===== src/rtl/mem_arbiter.sv =====
`default_nettype none
// ============================================================================
//  Module      : mem_arbiter
//  Description : Two-master arbiter sharing one stalling memory between an
//                instruction-fetch port and a data (load/store) port.
//                Data requests normally win. After MAX_DSTREAK consecutive
//                data grants made while a fetch was waiting, the fetch wins
//                the next arbitration. A grant that waits TIMEOUT cycles
//                without mem_ready ends with a zero response and sets the
//                sticky err flag.
//  Revision    : 1.0 - initial release
// ----------------------------------------------------------------------------
//  Ports
//    clk            in   1   single clock, rising edge
//    rst            in   1   asynchronous reset, active low
//    imem_req       in   1   fetch request (held until imem_ready)
//    imem_addr      in  16   fetch address
//    imem_data_out  out 32   fetch data, valid with imem_ready
//    imem_ready     out  1   one-cycle fetch completion pulse
//    dmem_req       in   1   data request (held until dmem_ready)
//    dmem_wr        in   1   1 = store, 0 = load
//    dmem_addr      in  16   data address
//    dmem_data_in   in  32   store data
//    dmem_data_out  out 32   load data, valid with dmem_ready
//    dmem_ready     out  1   one-cycle data completion pulse
//    mem_enable     out  1   memory access in progress
//    mem_wr         out  1   memory write strobe
//    mem_addr       out 16   memory address
//    mem_data_in    out 32   memory write data
//    mem_data_out   in  32   memory read data
//    mem_ready      in   1   memory completion
//    err            out  1   sticky memory-timeout flag
// ============================================================================
module mem_arbiter #(
    parameter int MAX_DSTREAK = 4,
    parameter int TIMEOUT     = 255
) (
    input  logic        clk,
    input  logic        rst,
    input  logic        imem_req,
    input  logic [15:0] imem_addr,
    output logic [31:0] imem_data_out,
    output logic        imem_ready,
    input  logic        dmem_req,
    input  logic        dmem_wr,
    input  logic [15:0] dmem_addr,
    input  logic [31:0] dmem_data_in,
    output logic [31:0] dmem_data_out,
    output logic        dmem_ready,
    output logic        mem_enable,
    output logic        mem_wr,
    output logic [15:0] mem_addr,
    output logic [31:0] mem_data_in,
    input  logic [31:0] mem_data_out,
    input  logic        mem_ready,
    output logic        err
);

    // ------------------------------------------------------------------------
    // Constants
    // ------------------------------------------------------------------------
    // Counter widths are sized so the terminal value itself is representable.
    localparam int c_SW = (MAX_DSTREAK < 1) ? 1 : $clog2(MAX_DSTREAK + 1);
    localparam int c_WW = (TIMEOUT < 1) ? 1 : $clog2(TIMEOUT + 1);

    localparam logic [c_SW-1:0] c_MAX_STREAK = c_SW'(MAX_DSTREAK);
    localparam logic [c_WW-1:0] c_TIMEOUT    = c_WW'(TIMEOUT);

    localparam logic [1:0] c_S_IDLE = 2'd0;
    localparam logic [1:0] c_S_IGNT = 2'd1;
    localparam logic [1:0] c_S_DGNT = 2'd2;
    localparam logic [1:0] c_S_RESP = 2'd3;

    // ------------------------------------------------------------------------
    // State and output registers
    // ------------------------------------------------------------------------
    logic [1:0]      r_state;
    logic [c_SW-1:0] r_streak;
    logic [c_WW-1:0] r_wait;
    logic            r_err;
    logic            r_imem_ready;
    logic [31:0]     r_imem_data;
    logic            r_dmem_ready;
    logic [31:0]     r_dmem_data;
    logic            r_mem_en;
    logic            r_mem_wr;
    logic [15:0]     r_mem_addr;
    logic [31:0]     r_mem_din;

    // ------------------------------------------------------------------------
    // Arbitration decode
    // ------------------------------------------------------------------------
    logic            w_pick_d;
    logic            w_pick_i;
    logic [c_SW-1:0] w_streak_nxt;
    logic [c_WW-1:0] w_wait_inc;
    logic            w_timeout;
    logic            w_in_grant;
    logic            w_is_fetch;

    // The data port wins unless a fetch is waiting and the data port has
    // already used up its run of back-to-back grants.
    assign w_pick_d = dmem_req && (!imem_req || (r_streak < c_MAX_STREAK));
    assign w_pick_i = !w_pick_d && imem_req;

    // Streak counts only data grants that starved a waiting fetch; a data
    // grant with no competing fetch starts the count over.
    assign w_streak_nxt = !imem_req                   ? '0       :
                          (r_streak == c_MAX_STREAK)  ? r_streak :
                                                        r_streak + c_SW'(1);

    // Timeout fires on the grant cycle whose stall would make the wait
    // count reach TIMEOUT, so exactly TIMEOUT stalled grant cycles elapse.
    assign w_wait_inc = r_wait + c_WW'(1);
    assign w_timeout  = (w_wait_inc == c_TIMEOUT);

    assign w_in_grant = (r_state == c_S_IGNT) || (r_state == c_S_DGNT);
    assign w_is_fetch = (r_state == c_S_IGNT);

    // ------------------------------------------------------------------------
    // Control FSM, arbitration counters and memory-side request registers
    // ------------------------------------------------------------------------
    always_ff @(posedge clk or negedge rst) begin
        if (!rst) begin
            r_state    <= c_S_IDLE;
            r_streak   <= '0;
            r_wait     <= '0;
            r_err      <= 1'b0;
            r_mem_en   <= 1'b0;
            r_mem_wr   <= 1'b0;
            r_mem_addr <= '0;
            r_mem_din  <= '0;
        end else begin
            case (r_state)
                c_S_IDLE: begin
                    if (w_pick_d) begin
                        r_state    <= c_S_DGNT;
                        r_streak   <= w_streak_nxt;
                        r_wait     <= '0;
                        r_mem_en   <= 1'b1;
                        r_mem_wr   <= dmem_wr;
                        r_mem_addr <= dmem_addr;
                        r_mem_din  <= dmem_data_in;
                    end else if (w_pick_i) begin
                        // A fetch is always a read; no store data rides along.
                        r_state    <= c_S_IGNT;
                        r_streak   <= '0;
                        r_wait     <= '0;
                        r_mem_en   <= 1'b1;
                        r_mem_wr   <= 1'b0;
                        r_mem_addr <= imem_addr;
                        r_mem_din  <= '0;
                    end
                end

                c_S_IGNT, c_S_DGNT: begin
                    if (mem_ready) begin
                        r_state  <= c_S_RESP;
                        r_mem_en <= 1'b0;
                        r_mem_wr <= 1'b0;
                    end else if (w_timeout) begin
                        r_state  <= c_S_RESP;
                        r_err    <= 1'b1;
                        r_mem_en <= 1'b0;
                        r_mem_wr <= 1'b0;
                    end else begin
                        r_wait <= w_wait_inc;
                    end
                end

                c_S_RESP: begin
                    r_state <= c_S_IDLE;
                end

                default: begin
                    r_state <= c_S_IDLE;
                end
            endcase
        end
    end

    // ------------------------------------------------------------------------
    // Requester-side response registers
    // ------------------------------------------------------------------------
    // Ready pulses are raised on the grant->RESP edge and cleared on the
    // RESP->IDLE edge, so each lasts exactly the RESP cycle. Only one grant
    // state is ever active, so the two pulses can never coincide.
    always_ff @(posedge clk or negedge rst) begin
        if (!rst) begin
            r_imem_ready <= 1'b0;
            r_imem_data  <= '0;
            r_dmem_ready <= 1'b0;
            r_dmem_data  <= '0;
        end else begin
            r_imem_ready <= 1'b0;
            r_dmem_ready <= 1'b0;
            if (w_in_grant && (mem_ready || w_timeout)) begin
                if (w_is_fetch) begin
                    r_imem_ready <= 1'b1;
                    r_imem_data  <= mem_ready ? mem_data_out : 32'h0;
                end else begin
                    r_dmem_ready <= 1'b1;
                    // A completed store leaves the load-data register alone;
                    // a timed-out access always returns zero.
                    if (!mem_ready) begin
                        r_dmem_data <= 32'h0;
                    end else if (!r_mem_wr) begin
                        r_dmem_data <= mem_data_out;
                    end
                end
            end
        end
    end

    // ------------------------------------------------------------------------
    // Outputs
    // ------------------------------------------------------------------------
    assign imem_data_out = r_imem_data;
    assign imem_ready    = r_imem_ready;
    assign dmem_data_out = r_dmem_data;
    assign dmem_ready    = r_dmem_ready;
    assign mem_enable    = r_mem_en;
    assign mem_wr        = r_mem_wr;
    assign mem_addr      = r_mem_addr;
    assign mem_data_in   = r_mem_din;
    assign err           = r_err;

endmodule
`default_nettype wire


===== config.mk =====
export PLATFORM = sky130hd
export DESIGN_NAME = mem_arbiter
export DESIGN_NICKNAME = d
export VERILOG_FILES = /design/src/rtl/mem_arbiter.sv
export SDC_FILE = /design/constraint.sdc
export NUM_CORES = 1
export LEC_CHECK = 0
export CAP_MARGIN = 20
export CORE_ASPECT_RATIO = 0.5
export CORE_MARGIN = 2
export CORE_UTILIZATION = 60
export CTS_CLUSTER_SIZE = 16
export DETAILED_ROUTE_END_ITERATION = 7
export DONT_BUFFER_PORTS = 1
export MAX_ROUTING_LAYER = met4
export PLACE_DENSITY = 0.83
export SLEW_MARGIN = 40
export SYNTH_ARGS = -nofsm -noshare
export SYNTH_HDL_FRONTEND = slang
export SYNTH_SLANG_ARGS = --single-unit

===== constraint.sdc =====
create_clock -name clk -period 2.7 [get_ports clk]
set_input_delay 0.81 -clock clk [delete_from_list [all_inputs] [get_ports clk]]
set_output_delay 0.81 -clock clk [all_outputs]
set_load 0.05 [all_outputs]

; Yosys cells after proc, flatten, opt, wreduce, memory -nomap -nowiden
; Cells that the tools add are included.
[totals]
in_bits = 102
register_bits = 130
word_cells = 81
[op_classes]
add_sub_neg = 2
bitwise_logic = 2
n_mux = 33
magnitude_cmp = 1
n_eq_ne = 11
reduce_logical = 20
[op_table]
columns = cell, count
row1 = two-way mux 32 bit, 5
row2 = two-way mux 16 bit, 2
row3 = two-way mux 8 bit, 4
row4 = one-hot mux 8 bit (2 select lines), 1
row5 = two-way mux 3 bit, 4
row6 = AND reduction 3 bit, 4
row7 = two-way mux 1 bit, 10
row8 = "!= test 3 bit, second input constant", 3
row9 = "adder 8 x 1 -> 8 bit, second input constant", 1
row10 = "== test 8 bit, second input constant", 1
row11 = two-way mux 2 bit, 4
row12 = "!= test 2 bit, second input constant", 3
row13 = one-hot mux 2 bit (3 select lines), 1
row14 = AND reduction 2 bit, 3
row15 = "== test 2 bit, second input constant", 2
row16 = one-hot mux 1 bit (2 select lines), 2
row17 = AND reduction 4 bit, 1
row18 = nonzero test 2 bit, 2
row19 = "adder 3 x 1 -> 3 bit, second input constant", 1
row20 = "== test 3 bit, second input constant", 1
row21 = logical AND 1 bit, 3
row22 = logical OR 1 bit, 3
row23 = "less-than comparator 3 bit, second input constant", 1
row24 = "== test 2 x 1 -> 1 bit, second input constant", 1
row25 = other kinds (4), 6

; Logic depth before layout (Yosys ltp)
; Gate-level depths: netlist of run 1.
[logic_depth]
ltp_word = 8
ltp_mapped = 8
depth_no_buf = 7

; Worst setup path after synthesis of run 1
; No wires, ideal clock.
[synth_timing]
kind = input to register
start = input port dmem_req
end = register r_mem_wr, in the netlist mem_wr
setup_slack_ns = 0.580
path_buffers = 3
path_stages = 7
t_arrival_ns = 2.037
required_ns = 2.617
path_cell_list = a21boi_0 -> buf_1 -> and2_1 -> clkbuf_1 -> buf_2 -> nand3b_1 -> o21ai_0
[synth_via]
elab_chain_cells = 5
word_cells_on_any_way = 7
[synth_lines]
columns = item, line_no
row1 = from (decl), 44  ; input logic dmem_req,
row2 = logical AND 1 bit (*), 103  ; assign w_pick_d = dmem_req && (!imem_req || (r_streak < c_MAX_STREAK));
row3 = zero test 1 bit, 104  ; assign w_pick_i = !w_pick_d && imem_req;
row4 = logical AND 1 bit, 104
row5 = != test 3 bit (no source line), n/a
row6 = AND reduction 3 bit (no source line), n/a
row7 = to (signal assigned), 141  ; r_mem_wr <= dmem_wr;
row8 = to (decl), 86  ; logic r_mem_wr;
; Every way passes the cells marked *; elsewhere a longest branch is shown, timed or not.
; A chain may end at the register's enable or synchronous reset.

; Worst setup path in the final report of run 1
[layout_timing]
start = register r_wait[1]
end = register r_imem_data[15], in the netlist imem_data_out[15]
[layout_via]
elab_chain_cells = 5
[layout_lines]
columns = item, line_no
row1 = from (decl), 79  ; logic [c_WW-1:0] r_wait;
row2 = from (signal assigned), 167  ; r_wait <= w_wait_inc;
row3 = adder 8 x 1 -> 8 bit, 114  ; assign w_wait_inc = r_wait + c_WW'(1);
row4 = == test 8 bit, 115  ; assign w_timeout = (w_wait_inc == c_TIMEOUT);
row5 = logical OR 1 bit, 197  ; if (w_in_grant && (mem_ready || w_timeout)) begin
row6 = logical AND 1 bit, 197
row7 = AND reduction 2 bit (no source line), n/a
row8 = to (signal assigned), 200  ; r_imem_data <= mem_ready ? mem_data_out : 32'h0;
row9 = to (decl), 82  ; logic [31:0] r_imem_data;
; Every way passes these cells.

==> run_results.csv, run 1 <==
group,metric,value,unit
status,outcome,"complete, no violations",
clock_tree,clk_path_buf_depth,2,
clock_tree,htreeDepth,4,
detailed_routing,routed_via_density,6.09,
global_routing,grt_max_degree,131,
place,gp_congestion,0.813,
logic_synthesis,async_reset_ff_share,100,%
timing,min_period_over_period,85.2,%
timing,fin_worst_skew,0.00784,ns
timing,maxSlewViolCount,0,
logic_synthesis,synth_nets,580,
die,die-area,9730,µm²
logic_synthesis,synthCells,472,
logic_synthesis,synthesis.area,5350,µm²
finish,fin_util,69.4,%
worst_hold_path,hold_path_class,"in2async",
logic_synthesis,ys_types,45,
critical_path,path_max_fanout,33,
place,place_hpwl,8200,µm
die,die_w,137,µm
place,port_buffers,0,
finish,nNetsFinal,575,
timing,setup_violations,0,
timing,fin_setup_tns,0,ns
detailed_routing,avgRoutedWirePerCell,20.2,µm
critical_path,end_kind,"flop",
global_routing,antenna_found_initial,0,
critical_path,cp.arrival,2.58,ns
finish,multi_input_area,1910,µm²
clock_tree,clock_sinks,130,
timing,finalWorstSetupSlack,0.401,ns
global_routing,grt_usage,26.5,%
timing,period_minus_slack,2.30,ns
global_routing,grt_overflow,0,
clock_tree,insertion_delay,0.41,ns
die,ios,219,
timing,fmax,435,MHz
logic_synthesis,synth_area_per_cell,11.3,µm²
timing,rsz0062_at_grt,"no",
detailed_routing,vias,3636,
die,core,8680,µm²
detailed_routing,routed_wl,12100,µm
clock_tree,clk_root_buffer_cell,"clkbuf_16",
logic_synthesis,synth.ff_latch_count,130,
detailed_routing,dr.pass1.iters,4,
critical_path,cp_data_required_time,2.98,ns
global_routing,grt_pass1_wl,19100,µm
die,start_util,61.6,%
clock_tree,ctsHoldBuffers,0,
detailed_routing,ant_nets,0,
finish,stdcell_area,6020,µm²
finish,layout-drive-gt1-share,11.7,%
detailed_routing,drtIter0Drc,267,
clock_tree,cts-buffers-inserted,17,
logic_synthesis,ys_warn_count,0,
finish,areaGrowthSynthToFinish,12.7,%
detailed_routing,drc_errors,0,
finish,regArea,3250,µm²
critical_path,path_class,"reg2reg",
clock_tree,cts_tree,"yes",
place,placed_cell_area,5430,µm²
logic_synthesis,synth_edf_count,0,
global_routing,grt_pass1_vias,3671,
die,die_height,70.7,µm
finish,nFillCells,610,
logic_synthesis,synthFlopType,"dfrtp_1",
job,cap_violations,0,
clock_tree,clk_pin_slew,0.06,ns
finish,antennaDiodeCount,0,
critical_path,crit_path_start_kind,"flop",
die,rows,24,
logic_synthesis,seq_area_frac_synth,60.9,%
timing,relSlewSlack,59.6,%
timing,hold_violations,0,
clock_tree,cts_resized,0,
timing,max_slew.worst_pin.slew,0.606,ns
place,dp_slack,0.421,ns
clock_tree,post_cts_buffers,0,
-- cell type report --
| class | instances | area share [%] |
|---|---|---|
| clock buffers | 18 | 7.29 |
| inverters | 8 | 0.499 |
| flip-flops and latches | 130 | 54.0 |
| well taps | 117 | 2.43 |
| repair buffers | 12 | 1.50 |
| clock inverters | 14 | 2.51 |
| multi-input cells | 298 | 31.8 |
-- synth_stat cells, types with 4 or more instances --
cell      count  area, µm²
inv_1         8       30.0
mux2i_1      16        160
dfrtp_1     130       3250
a21oi_1       4       20.0
clkbuf_1     19       71.3
nor2_1        5       18.8
ha_1          6       75.1
o21ai_0      52        260
nand2_1      97        364
a22o_1       71        622
buf_2         6       30.0
-- worst max-delay path, cell delays in order, from the launching register on --
cell	delay (ns)
dfrtp_1	0.44
ha_1	0.31
nand4_1	0.14
xor2_1	0.18
a211oi_4	0.21
a21oi_2	0.10
nand3b_4	0.42
a22o_1	0.37
-- metrics by stage --
step	std cells	hold slack [ns]
floorplan	472	0.467
global placement	565	0.488
detailed placement	565	0.516
CTS	597	0.0763
global route	597	0.0728
finish	597	0.0976
-- state kept, by name, summed over array words and instances (netlist names) --
register,flops
dmem_data_out,32
imem_data_out,32
mem_data_in,32
mem_addr,16
r_wait,8
r_streak,3
r_state,2
dmem_ready,1
err,1
imem_ready,1
mem_enable,1
mem_wr,1
-- logic make-up (layout without fill, tap and decap cells) --
family / count (synthesis) / after routing / share of synthesized area (%)
compound gates: 146 / 146 / 19.8
xor+xnor: 1 / 1 / 0.164
fa+ha+maj: 6 / 6 / 1.40
buf+inv: 44 / 52 / 3.86
flops: 130 / 130 / 60.9
mux: 17 / 17 / 3.21
simple gates: 128 / 128 / 10.7
-- worst paths after layout --
| check | start | slack (ns) | end | cells after the start |
|---|---|---|---|---|
| worst max-delay path | r_wait[1]$_DFFE_PN0P_ | 0.40 | imem_data_out[15]$_DFFE_PN0P_ | 7 |
| worst min-delay path | rst | 0.1 | mem_addr[6]$_DFFE_PN0P_ | 0 |
| worst max register to register | r_wait[1]$_DFFE_PN0P_ | 0.40 | imem_data_out[15]$_DFFE_PN0P_ | 7 |
| worst min register to register | r_streak[0]$_DFFE_PN0P_ | 0.54 | r_streak[0]$_DFFE_PN0P_ | 2 |
| max in group asynchronous | rst | 2.42 | imem_data_out[17]$_DFFE_PN0P_ | 0 |
| min in group clk | mem_data_out[23] | 0.52 | dmem_data_out[23]$_DFFE_PN0P_ | 2 |
-- routing by layer --
layer | GRT usage, % | wire [µm] | vias up
met3 | 8.96 | 1100 | 14
li1 | - | - | 1666
met4 | 9.74 | 156 | 0
met2 | 41.1 | 6150 | 167
met1 | 32.5 | 4660 | 1789
met5 | - | 0 | -
-- cell usage in the layout, fill, tap and decap left out, types with 2 or more instances in the layout --
cell type	count
nand4_1	2
nor2b_1	2
clkinvlp_4	2
o221ai_1	2
o22ai_1	2
nor3b_1	2
inv_1	8
bufinv_16	2
a22o_1	71
buf_4	12
nand2b_1	2
nand2_1	97
mux2i_1	16
and3_1	2
or3_1	2
clkbuf_16	17
a21o_1	3
a41o_1	2
ha_1	6
o21ai_1	2
nor2_1	5
nand3_1	2
or4_1	2
nor3_1	2
clkinv_4	3
o21ai_0	52
dfrtp_1	130
inv_6	4
a21oi_1	4
clkinv_2	3
Power of run 1 is left out: the tool's default activity adds up to more than one toggle a clock period on the data nets, which glitch-free logic cannot reach.
==> inputs of run 2 (changes only) <==
CELL_PAD_IN_SITES_DETAIL_PLACEMENT = 1   (was default)
CELL_PAD_IN_SITES_GLOBAL_PLACEMENT = 1   (was default)
CORE_UTILIZATION = 47   (was 60)
PLACE_DENSITY = 0.85   (was 0.83)
==> run 2 against run 1 <==
Effect of this change:
- utilization down 15 points
- fmax shrank 3.0%
- worst setup slack worse by 0.070 ns
- sequential share of layout area fell by 0.13 points
- die area rose by 26%
- design area rose by 0.25%
- highest routed layer unchanged
==> run_results.csv, run 2 (synthesized netlist as in run 1, its figures left out) <==
group,metric,value,unit
status,outcome,"complete, no violations",
critical_path,path_class,"reg2reg",
timing,fmax,422,MHz
worst_hold_path,hold_path_class,"in2async",
detailed_routing,vias,3719,
die,ios,219,
detailed_routing,dr.pass1.iters,4,
detailed_routing,drtIter0Drc,200,
timing,period_minus_slack,2.37,ns
detailed_routing,ant_nets,0,
finish,layout-drive-gt1-share,11.3,%
die,die_height,79.4,µm
job,cap_violations,0,
clock_tree,clk_root_buffer_cell,"clkbuf_16",
clock_tree,cts_tree,"yes",
global_routing,grt_usage,23.3,%
clock_tree,clk_pin_slew,0.06,ns
finish,antennaDiodeCount,0,
clock_tree,cts_resized,0,
detailed_routing,drc_errors,0,
die,core,11000,µm²
place,gp_congestion,0.801,
timing,setup_violations,0,
timing,hold_violations,0,
detailed_routing,avgRoutedWirePerCell,21.9,µm
global_routing,grt_pass1_wl,21300,µm
critical_path,cp_slowest_stage_delay,0.45,ns
timing,fin_setup_tns,0,ns
detailed_routing,routed_wl,13700,µm
timing,relSlewSlack,63.3,%
clock_tree,clock_sinks,130,
die,die-area,12300,µm²
timing,max_slew.worst_pin.slew,0.550,ns
timing,min_period_over_period,87.8,%
detailed_routing,routed_via_density,5.95,
critical_path,cp_data_required_time,2.98,ns
clock_tree,clk_path_buf_depth,2,
critical_path,path_max_fanout,33,
place,place_hpwl,8940,µm
place,dp_slack,0.373,ns
timing,rsz0062_at_grt,"no",
clock_tree,htreeDepth,4,
finish,layout_common_cells,"dfrtp_1, nand2_1, a22o_1",
finish,layout_commonest_cell,"dfrtp_1",
critical_path,crit_slowest_cell,"dfrtp_1",
finish,areaGrowthSynthToFinish,13.0,%
die,rows,27,
die,die_w,155,µm
timing,finalWorstSetupSlack,0.330,ns
finish,nNetsFinal,575,
critical_path,end_kind,"flop",
critical_path,crit_path_start_kind,"flop",
timing,fin_worst_skew,0.0104,ns
global_routing,grt_pass1_vias,3937,
critical_path,crit_chain,"ha_1 > nand4_1 > xor2_1 > a211oi_4 > a21oi_2 > nand3b_4 > a22o_1",
global_routing,grt_max_degree,131,
timing,maxSlewViolCount,0,
critical_path,cp.arrival,2.65,ns
clock_tree,cts-buffers-inserted,17,
global_routing,grt_overflow,0,
clock_tree,post_cts_buffers,0,
clock_tree,ctsHoldBuffers,0,
global_routing,antenna_found_initial,0,
critical_path,ff2ff_path_depth,7,
place,port_buffers,0,
die,start_util,48.4,%
clock_tree,insertion_delay,0.41,ns
-- run 2: cell count changes in the layout (fill, tap and decap cells not counted), sizes merged --
cell	previous run	this run
bufinv	2	1
clkinv	6	0
clkinvlp	2	5
inv	12	16
-- run 2: worst max-delay path: cells and delay by family (launching register included) --
family	cells	cell delay [ns]
AOI/OAI and AO/OA	3	0.67
adders and majority gates	1	0.33
xor gates and xnor gates	1	0.20
and+or+nand+nor	2	0.58
DFF	1	0.45
-- run 2: through the flow --
| step | cell area, µm² | util [%] | hold WS, ns | std cells |
|---|---|---|---|---|
| finish | 6040 | 54.7 | 0.0939 | 625 |
| floorplan | 5350 | - | 0.467 | 472 |
| global placement | 5470 | 49.5 | 0.484 | 593 |
| detailed placement | 5470 | 49.5 | 0.506 | 593 |
| CTS | 6040 | 54.7 | 0.0789 | 625 |
| global route | 6040 | 54.7 | 0.0660 | 625 |
-- run 2: final timing paths --
kind,slack [ns],to,from
worst max-delay path,0.33,imem_data_out[20]$_DFFE_PN0P_,r_wait[0]$_DFFE_PN0P_
worst min-delay path,0.09,mem_addr[13]$_DFFE_PN0P_,rst
worst max register to register,0.33,imem_data_out[20]$_DFFE_PN0P_,r_wait[0]$_DFFE_PN0P_
worst min register to register,0.51,r_streak[0]$_DFFE_PN0P_,r_streak[0]$_DFFE_PN0P_
max in group asynchronous,2.38,dmem_data_out[16]$_DFFE_PN0P_,rst
min in group clk,0.51,r_streak[0]$_DFFE_PN0P_,r_streak[0]$_DFFE_PN0P_
-- run 2: per-layer routing --
metal  GRT usage [%]  vias to the layer above  routed length, µm  part of all wire [%]
met4            7.04                        0                152                   1.1
li1                -                     1665                  -                     -
met5               -                        -                  0                     0
met2            38.3                      160               6700                    49
met3            7.17                       16               1010                   7.3
met1            28.0                     1878               5840                    43
-- run 2: final cells by class --
type,instances,area (µm²)
sequential,130,3250
multi-input combinational,298,1910
timing repair buffer,12,90.1
clock inverter,14,143
inverter,8,30.0
tap,145,181
fill,1143,5010
clock buffer,18,429
Power of run 2 is left out for the same reason.
==> inputs of run 3 (changes only) <==
CORE_UTILIZATION = 32   (was 47)
DONT_BUFFER_PORTS = default   (was 1)
PLACE_DENSITY = default   (was 0.85)
PLACE_DENSITY_LB_ADDON = 0.1   (was default)
RECOVER_POWER = 25   (was default)
==> run 3 against run 2 <==
Effect of this change:
- register-to-register slack about the same
- final cell count increased by 49%
- critical endpoint is now mem_wr
- via count increased by 20%
==> run_results.csv, run 3 (synthesized netlist as in run 1, its figures left out) <==
group,metric,value,unit
status,outcome,"complete, no violations",
critical_path,path_class,"reg2out",
critical_path,ff2ff_path_depth,7,
finish,layout-drive-gt1-share,9.19,%
finish,nFillCells,1741,
global_routing,grt_overflow,0,
finish,nNetsFinal,803,
timing,maxSlewViolCount,0,
global_routing,antenna_found_initial,0,
timing,relSlewSlack,0.501,%
timing,fin_worst_skew,0.00803,ns
critical_path,cp_slowest_stage_delay,0.87,ns
place,placed_cell_area,7890,µm²
critical_path,rr_endpoint,"imem_data_out[16]$_DFFE_PN0P_",
detailed_routing,routed_via_density,4.76,
critical_path,path_buf_inv,1,
critical_path,end_kind,"output port",
clock_tree,insertion_delay,0.41,ns
clock_tree,clock_sinks,130,
clock_tree,cts_resized,0,
clock_tree,post_cts_buffers,0,
timing,min_period_over_period,93.0,%
timing,period_minus_slack,2.51,ns
worst_hold_path,min_from,"mem_addr[13]$_DFFE_PN0P_",
detailed_routing,ant_nets,0,
detailed_routing,drc_errors,0,
timing,hold_ws,0.480,ns
power_and_ir_drop,finalPower,0.0123,W
clock_tree,cts-buffers-inserted,17,
finish,layout_commonest_cell,"clkdlybuf4s50_1",
global_routing,grt_max_degree,59,
die,ios,219,
critical_path,rrSetupSlack,0.33,ns
critical_path,cp_data_required_time,1.89,ns
finish,areaGrowthSynthToFinish,58.8,%
finish,layout_common_cells,"clkdlybuf4s50_1, dfrtp_1, nand2_1",
timing,hold_violations,0,
power_and_ir_drop,p_switching,0.00576,W
power_and_ir_drop,p_leak,3.76,nW
clock_tree,clk_path_buf_depth,2,
power_and_ir_drop,p_int,0.00659,W
timing,fin_setup_tns,0,ns
job,cap_violations,0,
power_and_ir_drop,ir_drop,0.587,mV
critical_path,path_max_fanout,4,
critical_path,crit_path_start_kind,"flop",
detailed_routing,dr.pass1.iters,4,
critical_path,crit_slowest_cell,"clkdlybuf4s50_1",
place,dp_slack,0.0370,ns
power_and_ir_drop,comb_power_share,54.3,%
global_routing,grt_pass1_wl,24100,µm
detailed_routing,vias,4450,
die,core,16400,µm²
finish,stdcell_area,8490,µm²
die,die-area,17800,µm²
global_routing,grt_usage,17.9,%
detailed_routing,avgRoutedWirePerCell,16.6,µm
die,die_w,187,µm
power_and_ir_drop,power_density,1450,nW/µm²
power_and_ir_drop,switching_share,46.6,%
worst_hold_path,min_to,"mem_addr[13]$_DFFE_PN0P_",
place,place_hpwl,10800,µm
detailed_routing,drtIter0Drc,111,
die,die_height,95.4,µm
critical_path,crit_cells,1,
power_and_ir_drop,pwr-share-clk,19.2,%
critical_path,reg2reg_from,"r_wait[0]$_DFFE_PN0P_",
timing,setup_violations,0,
critical_path,crit_family,"buffers and inverters",
critical_path,crit_chain,"clkdlybuf4s50_1",
power_and_ir_drop,pwr-share-seq,26.5,%
clock_tree,cts_tree,"yes",
timing,rsz0062_at_grt,"no",
timing,finalWorstSetupSlack,0.189,ns
critical_path,cp-startpoint,"mem_wr$_DFFE_PN0P_",
global_routing,grt_pass1_vias,4639,
clock_tree,clk_pin_slew,0.06,ns
place,port_buffers,218,
place,gp_congestion,0.724,
die,rows,33,
finish,antennaDiodeCount,0,
worst_hold_path,hold_depth,2,
die,start_util,32.7,%
clock_tree,clk_root_buffer_cell,"clkbuf_16",
clock_tree,ctsHoldBuffers,0,
worst_hold_path,hold_path_class,"reg2reg",
clock_tree,htreeDepth,4,
detailed_routing,routed_wl,15500,µm
timing,fmax,398,MHz
critical_path,cp.arrival,1.70,ns
timing,max_slew.worst_pin.slew,1.49,ns
## run 3: cell type report
cell class | count | area [µm²] | area share, %
Sequential cell | 130 | 3250 | 38.3
Timing Repair Buffer | 240 | 2400 | 28.3
Multi-Input combinational cell | 298 | 1910 | 22.5
Clock buffer | 17 | 425 | 5.01
Tap cell | 227 | 284 | 3.35
Clock inverter | 14 | 178 | 2.09
Inverter | 8 | 30.0 | 0.354
## run 3: power by group through the flow
| stage | Combinational [W] | Sequential (W) | Clock (W) |
|---|---|---|---|
| 4_1_cts | 0.00680 | 0.00328 | 0.00244 |
| 2_1_floorplan | 0.00167 | 0.00592 | 0 |
| 3_3_place_gp | 0.00668 | 0.00326 | 0 |
| 3_5_place_dp | 0.00678 | 0.00329 | 0 |
| 6_report | 0.00670 | 0.00327 | 0.00238 |
| 5_1_grt | 0.00709 | 0.00338 | 0.00252 |
## run 3: worst max path at each step
stage | end | slack (ns)
after floorplan | mem_wr$_DFFE_PN0P_ | 0.58
after global placement | r_wait[6]$_DFFE_PN0P_ | 0.06
after global routing | mem_wr | 0.15
after CTS | mem_wr | 0.16
after detailed placement | r_wait[6]$_DFFE_PN0P_ | 0.04
final | mem_wr | 0.19
## run 3: worst min-delay path: cells and delay by family (launching register included)
family	cells	cell delay (ns)
AO/OA/AOI/OAI	1	0.06
flip-flops	1	0.34
AND/OR/NAND/NOR	1	0.05
## run 3: metal layers
metal | wire [µm] | up-vias | GRT usage [%] | share of wire, %
met5 | 0 | - | - | 0
met4 | 156 | 0 | 5.75 | 1.0
met3 | 898 | 12 | 5.30 | 5.8
met2 | 7190 | 128 | 28.5 | 46
met1 | 7250 | 2182 | 22.1 | 47
li1 | - | 2128 | - | -
## run 3: metrics by stage
stage,utilization (%),cells
after CTS,51.9,934
final,51.9,934
after global placement,48.3,903
after floorplan,-,472
after detailed placement,48.3,903
after global routing,51.9,934
Power figures use the tool's default switching activity.
